`src/rtl/fifo_burst_reader_if.sv`:
```
// Output stream of fifo_burst_reader: data with sof/eof framing.
// Handshake: a word moves when m_valid && m_ready at a rising edge; once m_valid is
// raised, m_data/m_sof/m_eof stay stable until that transfer happens.
interface fifo_burst_reader_if #(
    parameter int DATA_WIDTH = 8
);
    logic [DATA_WIDTH-1:0] m_data;
    logic                  m_valid;
    logic                  m_ready;
    logic                  m_sof;
    logic                  m_eof;

    modport master (
        output m_data,
        output m_valid,
        output m_sof,
        output m_eof,
        input  m_ready
    );

    modport slave (
        input  m_data,
        input  m_valid,
        input  m_sof,
        input  m_eof,
        output m_ready
    );
endinterface

```
`src/rtl/fifo_burst_reader.sv`:
```
// Drains fixed-length (or flush-length) bursts from a counter-based sync FIFO
// and replays them on a framed valid/ready stream through a 2-entry skid buffer.
module fifo_burst_reader #(
    parameter int DATA_WIDTH = 8,
    parameter int DATA_DEPTH = 16,
    parameter int BURST_LEN  = 4,
    localparam int CW        = $clog2(DATA_DEPTH) + 1
) (
    input  logic                  clk,
    input  logic                  rst,
    input  logic [CW-1:0]         fifo_cnt,
    input  logic                  fifo_empty,
    input  logic [DATA_WIDTH-1:0] fifo_data,
    output logic                  fifo_rd_en,
    input  logic                  flush,
    fifo_burst_reader_if.master   m_if,
    output logic                  busy,
    output logic [15:0]           burst_cnt,
    output logic [1:0]            dbg_state
);

    if (BURST_LEN < 1 || BURST_LEN > DATA_DEPTH) begin : g_bad_burst_len
        $error("fifo_burst_reader: BURST_LEN must be in 1..DATA_DEPTH");
    end

    localparam logic [CW-1:0] BURST_LEN_C = CW'(BURST_LEN);
    localparam logic [CW-1:0] ONE_C       = CW'(1);

    typedef enum logic [1:0] {
        IDLE  = 2'd0,
        READ  = 2'd1,
        DRAIN = 2'd2
    } state_e;

    state_e                state_q, state_d;
    logic [CW-1:0]         len_q, len_d;
    logic [CW-1:0]         rd_left_q, rd_left_d;
    logic [CW-1:0]         out_left_q, out_left_d;
    logic                  pend_q, pend_d;
    logic [15:0]           burst_cnt_q, burst_cnt_d;

    logic [DATA_WIDTH-1:0] buf_q [2];
    logic                  wr_ptr_q, rd_ptr_q;
    logic [1:0]            occ_q;

    logic                  push;
    logic                  pop;
    logic                  rd_en;
    logic                  eof_xfer;
    logic [2:0]            room_need;

    // Stream side is driven straight from the buffer head; framing comes from
    // out_left, which only moves on a transfer, so sof/eof are stable under stall.
    assign push          = pend_q;
    assign m_if.m_valid  = (occ_q != 2'd0);
    assign m_if.m_data   = buf_q[rd_ptr_q];
    assign m_if.m_sof    = m_if.m_valid && (out_left_q == len_q);
    assign m_if.m_eof    = m_if.m_valid && (out_left_q == ONE_C);
    assign pop           = m_if.m_valid && m_if.m_ready;
    assign eof_xfer      = pop && m_if.m_eof && (state_q == DRAIN);

    // Slots the buffer will hold after this edge if no new read is issued.
    assign room_need = {1'b0, occ_q} + {2'b00, pend_q} - {2'b00, pop};

    assign fifo_rd_en = rd_en;
    assign busy       = (state_q != IDLE);
    assign burst_cnt  = burst_cnt_q;
    assign dbg_state  = state_q;

    always_comb begin
        state_d     = state_q;
        len_d       = len_q;
        rd_left_d   = rd_left_q;
        out_left_d  = out_left_q;
        pend_d      = 1'b0;
        rd_en       = 1'b0;
        burst_cnt_d = burst_cnt_q;

        if (pop) begin
            out_left_d = out_left_q - ONE_C;
        end

        case (state_q)
            IDLE: begin
                if (fifo_cnt >= BURST_LEN_C) begin
                    len_d      = BURST_LEN_C;
                    rd_left_d  = BURST_LEN_C;
                    out_left_d = BURST_LEN_C;
                    state_d    = READ;
                end else if (flush && (fifo_cnt != '0)) begin
                    len_d      = fifo_cnt;
                    rd_left_d  = fifo_cnt;
                    out_left_d = fifo_cnt;
                    state_d    = READ;
                end
            end
            READ: begin
                rd_en = !rst && (rd_left_q != '0) && !fifo_empty && (room_need < 3'd2);
                if (rd_en) begin
                    rd_left_d = rd_left_q - ONE_C;
                    pend_d    = 1'b1;
                    if (rd_left_q == ONE_C) begin
                        state_d = DRAIN;
                    end
                end
            end
            DRAIN: begin
                if (eof_xfer) begin
                    burst_cnt_d = burst_cnt_q + 16'd1;
                    state_d     = IDLE;
                end
            end
            default: begin
                state_d = IDLE;
            end
        endcase
    end

    always_ff @(posedge clk) begin
        if (rst) begin
            state_q     <= IDLE;
            len_q       <= '0;
            rd_left_q   <= '0;
            out_left_q  <= '0;
            pend_q      <= 1'b0;
            burst_cnt_q <= 16'd0;
            wr_ptr_q    <= 1'b0;
            rd_ptr_q    <= 1'b0;
            occ_q       <= 2'd0;
        end else begin
            state_q     <= state_d;
            len_q       <= len_d;
            rd_left_q   <= rd_left_d;
            out_left_q  <= out_left_d;
            pend_q      <= pend_d;
            burst_cnt_q <= burst_cnt_d;
            if (push) begin
                wr_ptr_q <= ~wr_ptr_q;
            end
            if (pop) begin
                rd_ptr_q <= ~rd_ptr_q;
            end
            occ_q <= occ_q + {1'b0, push} - {1'b0, pop};
        end
    end

    // Buffer storage needs no reset: occupancy gates every use of it.
    always_ff @(posedge clk) begin
        if (!rst && push) begin
            buf_q[wr_ptr_q] <= fifo_data;
        end
    end

endmodule
```
`src/flat_wrapper.sv`:
```
// flat-port wrapper written by rule: the top's interface ports become plain ports
module fifo_burst_reader_flat 
#(
    parameter int DATA_WIDTH = 8,
    parameter int DATA_DEPTH = 16,
    parameter int BURST_LEN  = 4,
    localparam int CW        = $clog2(DATA_DEPTH) + 1
)
  (clk, rst, fifo_cnt, fifo_empty, fifo_data, fifo_rd_en, flush, busy, burst_cnt, dbg_state, m_if_m_data, m_if_m_valid, m_if_m_sof, m_if_m_eof, m_if_m_ready);
  fifo_burst_reader_if #(.DATA_WIDTH(DATA_WIDTH)) m_if_i ();
  input  logic clk;
  input  logic rst;
  input  logic [CW-1:0] fifo_cnt;
  input  logic fifo_empty;
  input  logic [DATA_WIDTH-1:0] fifo_data;
  output logic fifo_rd_en;
  input  logic flush;
  output logic busy;
  output logic [15:0] burst_cnt;
  output logic [1:0] dbg_state;
  output wire logic [$bits(m_if_i.m_data)-1:0] m_if_m_data;
  output wire logic [$bits(m_if_i.m_valid)-1:0] m_if_m_valid;
  output wire logic [$bits(m_if_i.m_sof)-1:0] m_if_m_sof;
  output wire logic [$bits(m_if_i.m_eof)-1:0] m_if_m_eof;
  input wire logic [$bits(m_if_i.m_ready)-1:0] m_if_m_ready;
  assign m_if_m_data = m_if_i.m_data;
  assign m_if_m_valid = m_if_i.m_valid;
  assign m_if_m_sof = m_if_i.m_sof;
  assign m_if_m_eof = m_if_i.m_eof;
  assign m_if_i.m_ready = m_if_m_ready;
  fifo_burst_reader #(.DATA_WIDTH(DATA_WIDTH), .DATA_DEPTH(DATA_DEPTH), .BURST_LEN(BURST_LEN)) u_core (.clk(clk), .rst(rst), .fifo_cnt(fifo_cnt), .fifo_empty(fifo_empty), .fifo_data(fifo_data), .fifo_rd_en(fifo_rd_en), .flush(flush), .m_if(m_if_i), .busy(busy), .burst_cnt(burst_cnt), .dbg_state(dbg_state));
endmodule
```
`config.mk`:
```
export PLATFORM = sky130hd
export DESIGN_NAME = fifo_burst_reader_flat
export DESIGN_NICKNAME = d
export VERILOG_FILES = /design/src/rtl/fifo_burst_reader_if.sv /design/src/rtl/fifo_burst_reader.sv /design/src/flat_wrapper.sv
export SDC_FILE = /design/constraint.sdc
export NUM_CORES = 1
export LEC_CHECK = 0
export CELL_PAD_IN_SITES_DETAIL_PLACEMENT = 2
export CELL_PAD_IN_SITES_GLOBAL_PLACEMENT = 2
export CORE_MARGIN = 1
export CORE_UTILIZATION = 34
export CTS_CLUSTER_DIAMETER = 50
export DETAILED_ROUTE_END_ITERATION = 10
export PLACE_DENSITY_LB_ADDON = 0.1
export SETUP_SLACK_MARGIN = 0.1
export SYNTH_ARGS = -nofsm -noshare
export SYNTH_HDL_FRONTEND = slang
export SYNTH_SLANG_ARGS = --single-unit
```
`constraint.sdc`:
```
create_clock -name clk -period 6.55 [get_ports clk]
set_input_delay 1.6375 -clock clk [delete_from_list [all_inputs] [get_ports clk]]
set_output_delay 1.6375 -clock clk [all_outputs]
set_load 0.05 [all_outputs]
```
==> flow_results.xml, run 1 <==
<?xml version="1.0" encoding="UTF-8"?>
<metrics>
  <group name="power">
    <metric name="powerDensity" unit="nW/um^2">268.7</metric>
    <metric name="seq_power_share" unit="%">45.7</metric>
    <metric name="cell_internal_pwr" unit="W">0.0005619</metric>
    <metric name="power.switching_fraction" unit="%">36.11</metric>
    <metric name="irDropWorstVdd" unit="V">0.0001166</metric>
    <metric name="p_sw" unit="W">0.0003176</metric>
    <metric name="power_frac_clock" unit="%">21.5</metric>
    <metric name="cellLeakagePower" unit="nW">1.119</metric>
    <metric name="relative_contribution_of_combinational_cells_to_total_power" unit="%">32.8</metric>
  </group>
  <group name="timing">
    <metric name="fmax" unit="GHz">0.1689</metric>
    <metric name="finalCritPeriodShare" unit="%">90.38</metric>
    <metric name="final_max_slew_viols" unit="">0</metric>
    <metric name="relSlewSlack" unit="%">51.96</metric>
    <metric name="rsz0062_at_grt" unit="">false</metric>
    <metric name="finalWorstPathRequiredPeriod" unit="ns">5.920</metric>
    <metric name="final.setup_skew" unit="ns">0.009610</metric>
    <metric name="setup_violations" unit="">0</metric>
    <metric name="worstMarginPinSlew" unit="ns">0.7094</metric>
    <metric name="setup_total_negative_slack" unit="ns">0</metric>
    <metric name="timing.final.hold_violations" unit="">0</metric>
  </group>
  <group name="drt">
    <metric name="drt.antenna.violating_nets" unit="">0</metric>
    <metric name="viasPerCell" unit="">5.351</metric>
    <metric name="wire_per_inst" unit="um">17.23</metric>
    <metric name="drtIter0Drc" unit="">51</metric>
    <metric name="route.met2.wl" unit="um">3699</metric>
    <metric name="m1WireLength" unit="um">3006</metric>
    <metric name="routed_wirelength" unit="um">7014</metric>
    <metric name="highest_layer" unit="">met4</metric>
    <metric name="detailroute.wirelength.met3" unit="um">210</metric>
    <metric name="route.vias.total" unit="">2178</metric>
    <metric name="drcViolationCount" unit="">0</metric>
    <metric name="drt-pass1-iter-count" unit="">4</metric>
  </group>
  <group name="cells_and_area">
    <metric name="seq_area" unit="sq um">1261</metric>
    <metric name="fillCellCount" unit="">808</metric>
    <metric name="postLayoutCellArea" unit="sq um">3273</metric>
    <metric name="final_nets" unit="">333</metric>
    <metric name="syn2layout_area_growth" unit="%">26.56</metric>
    <metric name="layout-drive-gt1-share" unit="%">7.468</metric>
    <metric name="multi_input_comb_area" unit="sq um">1249</metric>
    <metric name="antenna-diode-count" unit="">0</metric>
  </group>
  <group name="critical_path">
    <metric name="worst_setup_path_start_kind" unit="">input port</metric>
    <metric name="crit_path_cell_trace" unit="">clkdlybuf4s50_1, o21ai_0, nand2_1, nand2_1, ha_1, fa_1, nor3_1, nand4_1, inv_1, buf_12</metric>
    <metric name="worst_setup_path_end_kind" unit="">output pin</metric>
    <metric name="cp_data_arrival_time" unit="ns">4.28</metric>
    <metric name="cpMostUsedCell" unit="">sky130_fd_sc_hd__nand2_1</metric>
    <metric name="cp_max_fo" unit="">6</metric>
    <metric name="worstSetupPathType" unit="">input port to output pin</metric>
    <metric name="slowest_delay" unit="ns">0.50</metric>
    <metric name="timing.critical_path.slowest_stage_cell" unit="">sky130_fd_sc_hd__clkdlybuf4s50_1</metric>
    <metric name="critical_path_required" unit="ns">4.91</metric>
  </group>
  <group name="floorplan">
    <metric name="fp.dieW" unit="um">89.22</metric>
    <metric name="fp.dieH" unit="um">89.22</metric>
    <metric name="start_util" unit="%">35.47</metric>
    <metric name="num_ports" unit="">49</metric>
    <metric name="die_area" unit="sq um">7959</metric>
    <metric name="placement_rows" unit="">31</metric>
    <metric name="core_area" unit="sq um">7292</metric>
  </group>
  <group name="logic_synthesis">
    <metric name="area_of_the_mapped_netlist" unit="sq um">2586</metric>
    <metric name="ys_top_cells_by_area" unit="">sky130_fd_sc_hd__dfxtp_1 30%, sky130_fd_sc_hd__edfxtp_1 19%, sky130_fd_sc_hd__mux2_2 3.9%</metric>
    <metric name="synth_top_area_share" unit="%">30.19</metric>
    <metric name="ys.flop_type" unit="">sky130_fd_sc_hd__dfxtp_1</metric>
    <metric name="synthesis.instances" unit="">258</metric>
    <metric name="number_of_library_cell_types_mapped_by_synthesis" unit="">51</metric>
    <metric name="synth_async_sr_flop_share" unit="%">0</metric>
    <metric name="netlist.top_cell.by_area" unit="">sky130_fd_sc_hd__dfxtp_1</metric>
    <metric name="ys_seq_elements" unit="">55</metric>
    <metric name="synth_sequential_area_ratio" unit="%">48.77</metric>
    <metric name="yosys_warnings" unit="">0</metric>
    <metric name="postSynthNetCount" unit="">284</metric>
    <metric name="number_of_synthesized_flops_with_an_enable_pin" unit="">16</metric>
    <metric name="avgSynthCellArea" unit="sq um">10.02</metric>
  </group>
  <group name="cts">
    <metric name="numClockSinks" unit="">55</metric>
    <metric name="tritoncts" unit="">yes</metric>
    <metric name="post_cts_hold_buffer_count" unit="">0</metric>
    <metric name="cts.clk_slew.worst_paths" unit="ns">0.10</metric>
    <metric name="worst_skew_pair_latency" unit="ns">0.32</metric>
    <metric name="clockRootBuffer" unit="">sky130_fd_sc_hd__clkbuf_8</metric>
    <metric name="postCtsSetupBuffers" unit="">0</metric>
    <metric name="cts_max_level" unit="">2</metric>
    <metric name="cts-buffers-inserted" unit="">5</metric>
    <metric name="ctsResizeCount" unit="">0</metric>
    <metric name="cts_max_path_buffers" unit="">2</metric>
  </group>
  <group name="global_route">
    <metric name="gr-usage-all-layers" unit="%">19.50</metric>
    <metric name="grt_overflow_total" unit="">0</metric>
    <metric name="first_global_vias" unit="">2293</metric>
    <metric name="pin_count_of_the_biggest_net_entering_global_routing" unit="">41</metric>
    <metric name="grt_antenna_before_repair" unit="">0</metric>
    <metric name="global_route_wire_length_before_repair" unit="um">11560</metric>
  </group>
  <group name="place">
    <metric name="hpwlAfterDp" unit="um">5189</metric>
    <metric name="place_area" unit="sq um">3188</metric>
    <metric name="port-buffer-count" unit="">48</metric>
    <metric name="finalWeightedCongestion" unit="">0.7884</metric>
  </group>
  <group name="hold_path">
    <metric name="hp-class" unit="">register to register</metric>
  </group>
  <group name="outcome">
    <metric name="status" unit="">completed</metric>
  </group>
  <group name="run">
    <metric name="timing.max_cap.violations" unit="">0</metric>
  </group>
</metrics>
[worst max-delay path, delay by kind of cell]
kind	cells	cell delay, ns
AND/OR/NAND/NOR	4	0.78
adder cells (fa/ha/maj)	2	0.66
AO/OA/AOI/OAI	1	0.26
buffers and inverters	3	0.94
[synth_stat cells, types with 2 or more instances]
library cell,instances
sky130_fd_sc_hd__dfxtp_1,39
sky130_fd_sc_hd__nor2_1,19
sky130_fd_sc_hd__a21oi_1,17
sky130_fd_sc_hd__edfxtp_1,16
sky130_fd_sc_hd__nand2_1,16
sky130_fd_sc_hd__inv_1,11
sky130_fd_sc_hd__nand4_1,11
sky130_fd_sc_hd__mux2_2,9
sky130_fd_sc_hd__o21ai_0,9
sky130_fd_sc_hd__xnor2_1,9
sky130_fd_sc_hd__clkbuf_1,7
sky130_fd_sc_hd__ha_1,7
sky130_fd_sc_hd__nand3_1,7
sky130_fd_sc_hd__nor3_1,7
sky130_fd_sc_hd__o31ai_1,6
sky130_fd_sc_hd__or3_1,6
sky130_fd_sc_hd__or4_1,6
sky130_fd_sc_hd__xor2_1,6
sky130_fd_sc_hd__nor2b_1,5
sky130_fd_sc_hd__and2_1,3
sky130_fd_sc_hd__nand2b_1,3
sky130_fd_sc_hd__o21a_1,3
sky130_fd_sc_hd__a31oi_1,2
sky130_fd_sc_hd__and4_1,2
sky130_fd_sc_hd__and4b_1,2
sky130_fd_sc_hd__nor4_1,2
sky130_fd_sc_hd__o211ai_1,2
sky130_fd_sc_hd__o311ai_0,2
sky130_fd_sc_hd__or4b_2,2
[area by class of cell]
type | instances | share of cell area (%)
Sequential cell | 55 | 38.53
Clock buffer | 6 | 2.217
Multi-Input combinational cell | 183 | 38.15
Inverter | 11 | 1.261
Tap cell | 99 | 3.784
Clock inverter | 2 | 0.3823
Timing Repair Buffer | 51 | 15.67
[cell families (layout without fill, tap and decap cells)]
| logic type | count (synthesis) | after routing | share of synthesized area [%] |
|---|---|---|---|
| adder cells (fa/ha/maj) | 8 | 8 | 4.160 |
| XOR/XNOR | 15 | 15 | 5.080 |
| flip-flops | 55 | 55 | 48.77 |
| AO/OA/AOI/OAI | 54 | 54 | 13.59 |
| AND/OR/NAND/NOR | 96 | 96 | 21.14 |
| multiplexers | 10 | 10 | 4.306 |
| buffers and inverters | 20 | 70 | 2.951 |
[power by group through the flow]
stage	Clock, W	Combinational [W]	Sequential [W]
final	0.000189	0.000289	0.000402
after global routing	0.000212	0.000315	0.000407
after CTS	0.000195	0.000293	0.000403
after detailed placement	0	0.000288	0.000410
after global placement	0	0.000278	0.000409
after floorplan	0	0.000203	0.000397
[per-stage QoR]
step | power [W] | cells | utilization (%) | hold WS, ns | worst slack, ns
final | 0.0008795 | 407 | 44.89 | 0.4859 | 0.6302
after global routing | 0.0009328 | 407 | 44.89 | 0.5089 | 0.3850
after floorplan | 0.0006002 | 258 | - | 0.4488 | 1.381
after CTS | 0.0008922 | 407 | 44.89 | 0.4940 | 0.6196
after global placement | 0.0006872 | 399 | 43.72 | 0.4653 | 0.7665
after detailed placement | 0.0006981 | 399 | 43.72 | 0.4781 | 0.6600
[metal layers]
metal  vias up  track usage (%)
li1       1058                -
met1      1077            22.85
met2        35            35.67
met3         8            4.617
met4         0            5.051
met5         -                0
[sequential cells by signal, summed over array words and instances (netlist names), named ones only]
register           count
u_core.out_left_q      5
u_core.buf_q          16
u_core.wr_ptr_q        1
u_core.len_q           5
u_core.pend_q          1
u_core.occ_q           2
u_core.burst_cnt      16
u_core.rd_left_q       5
u_core.rd_ptr_q        1
u_core.dbg_state       2
[final timing paths]
check / end / depth (start not counted) / startpoint / slack, ns
max reg2reg: u_core.rd_left_q[1] / 10 / u_core.occ_q[1] / 3.60
min reg2reg: u_core.len_q[2] / 2 / u_core.len_q[2] / 0.49
min: u_core.len_q[2] / 2 / u_core.len_q[2] / 0.49
max: fifo_rd_en / 10 / m_if_m_ready / 0.63
[cells in the final DEF (no fill, tap or decap), types with 3 or more instances in the layout]
master,count
sky130_fd_sc_hd__clkdlybuf4s50_1,47
sky130_fd_sc_hd__dfxtp_1,39
sky130_fd_sc_hd__nor2_1,19
sky130_fd_sc_hd__a21oi_1,17
sky130_fd_sc_hd__nand2_1,16
sky130_fd_sc_hd__edfxtp_1,16
sky130_fd_sc_hd__inv_1,11
sky130_fd_sc_hd__nand4_1,11
sky130_fd_sc_hd__mux2_2,9
sky130_fd_sc_hd__o21ai_0,9
sky130_fd_sc_hd__xnor2_1,9
sky130_fd_sc_hd__nor3_1,7
sky130_fd_sc_hd__nand3_1,7
sky130_fd_sc_hd__ha_1,7
sky130_fd_sc_hd__xor2_1,6
sky130_fd_sc_hd__or3_1,6
sky130_fd_sc_hd__or4_1,6
sky130_fd_sc_hd__o31ai_1,6
sky130_fd_sc_hd__nor2b_1,5
sky130_fd_sc_hd__clkbuf_8,5
sky130_fd_sc_hd__o21a_1,3
sky130_fd_sc_hd__nand2b_1,3
sky130_fd_sc_hd__and2_1,3
sky130_fd_sc_hd__buf_4,3
Note: power is estimated with default switching activity, not from simulation.
==> run 2, diff against run 1 <==
--- a/config.mk
+++ b/config.mk
@@ -9,7 +9,7 @@
 export CELL_PAD_IN_SITES_GLOBAL_PLACEMENT = 2
 export CORE_MARGIN = 1
 export CORE_UTILIZATION = 34
-export CTS_CLUSTER_DIAMETER = 50
+export CTS_CLUSTER_DIAMETER = 40
 export DETAILED_ROUTE_END_ITERATION = 10
 export PLACE_DENSITY_LB_ADDON = 0.1
 export SETUP_SLACK_MARGIN = 0.1
==> results of run 2 <==
The final DEF is identical to that of run 1; final timing and power are the same.
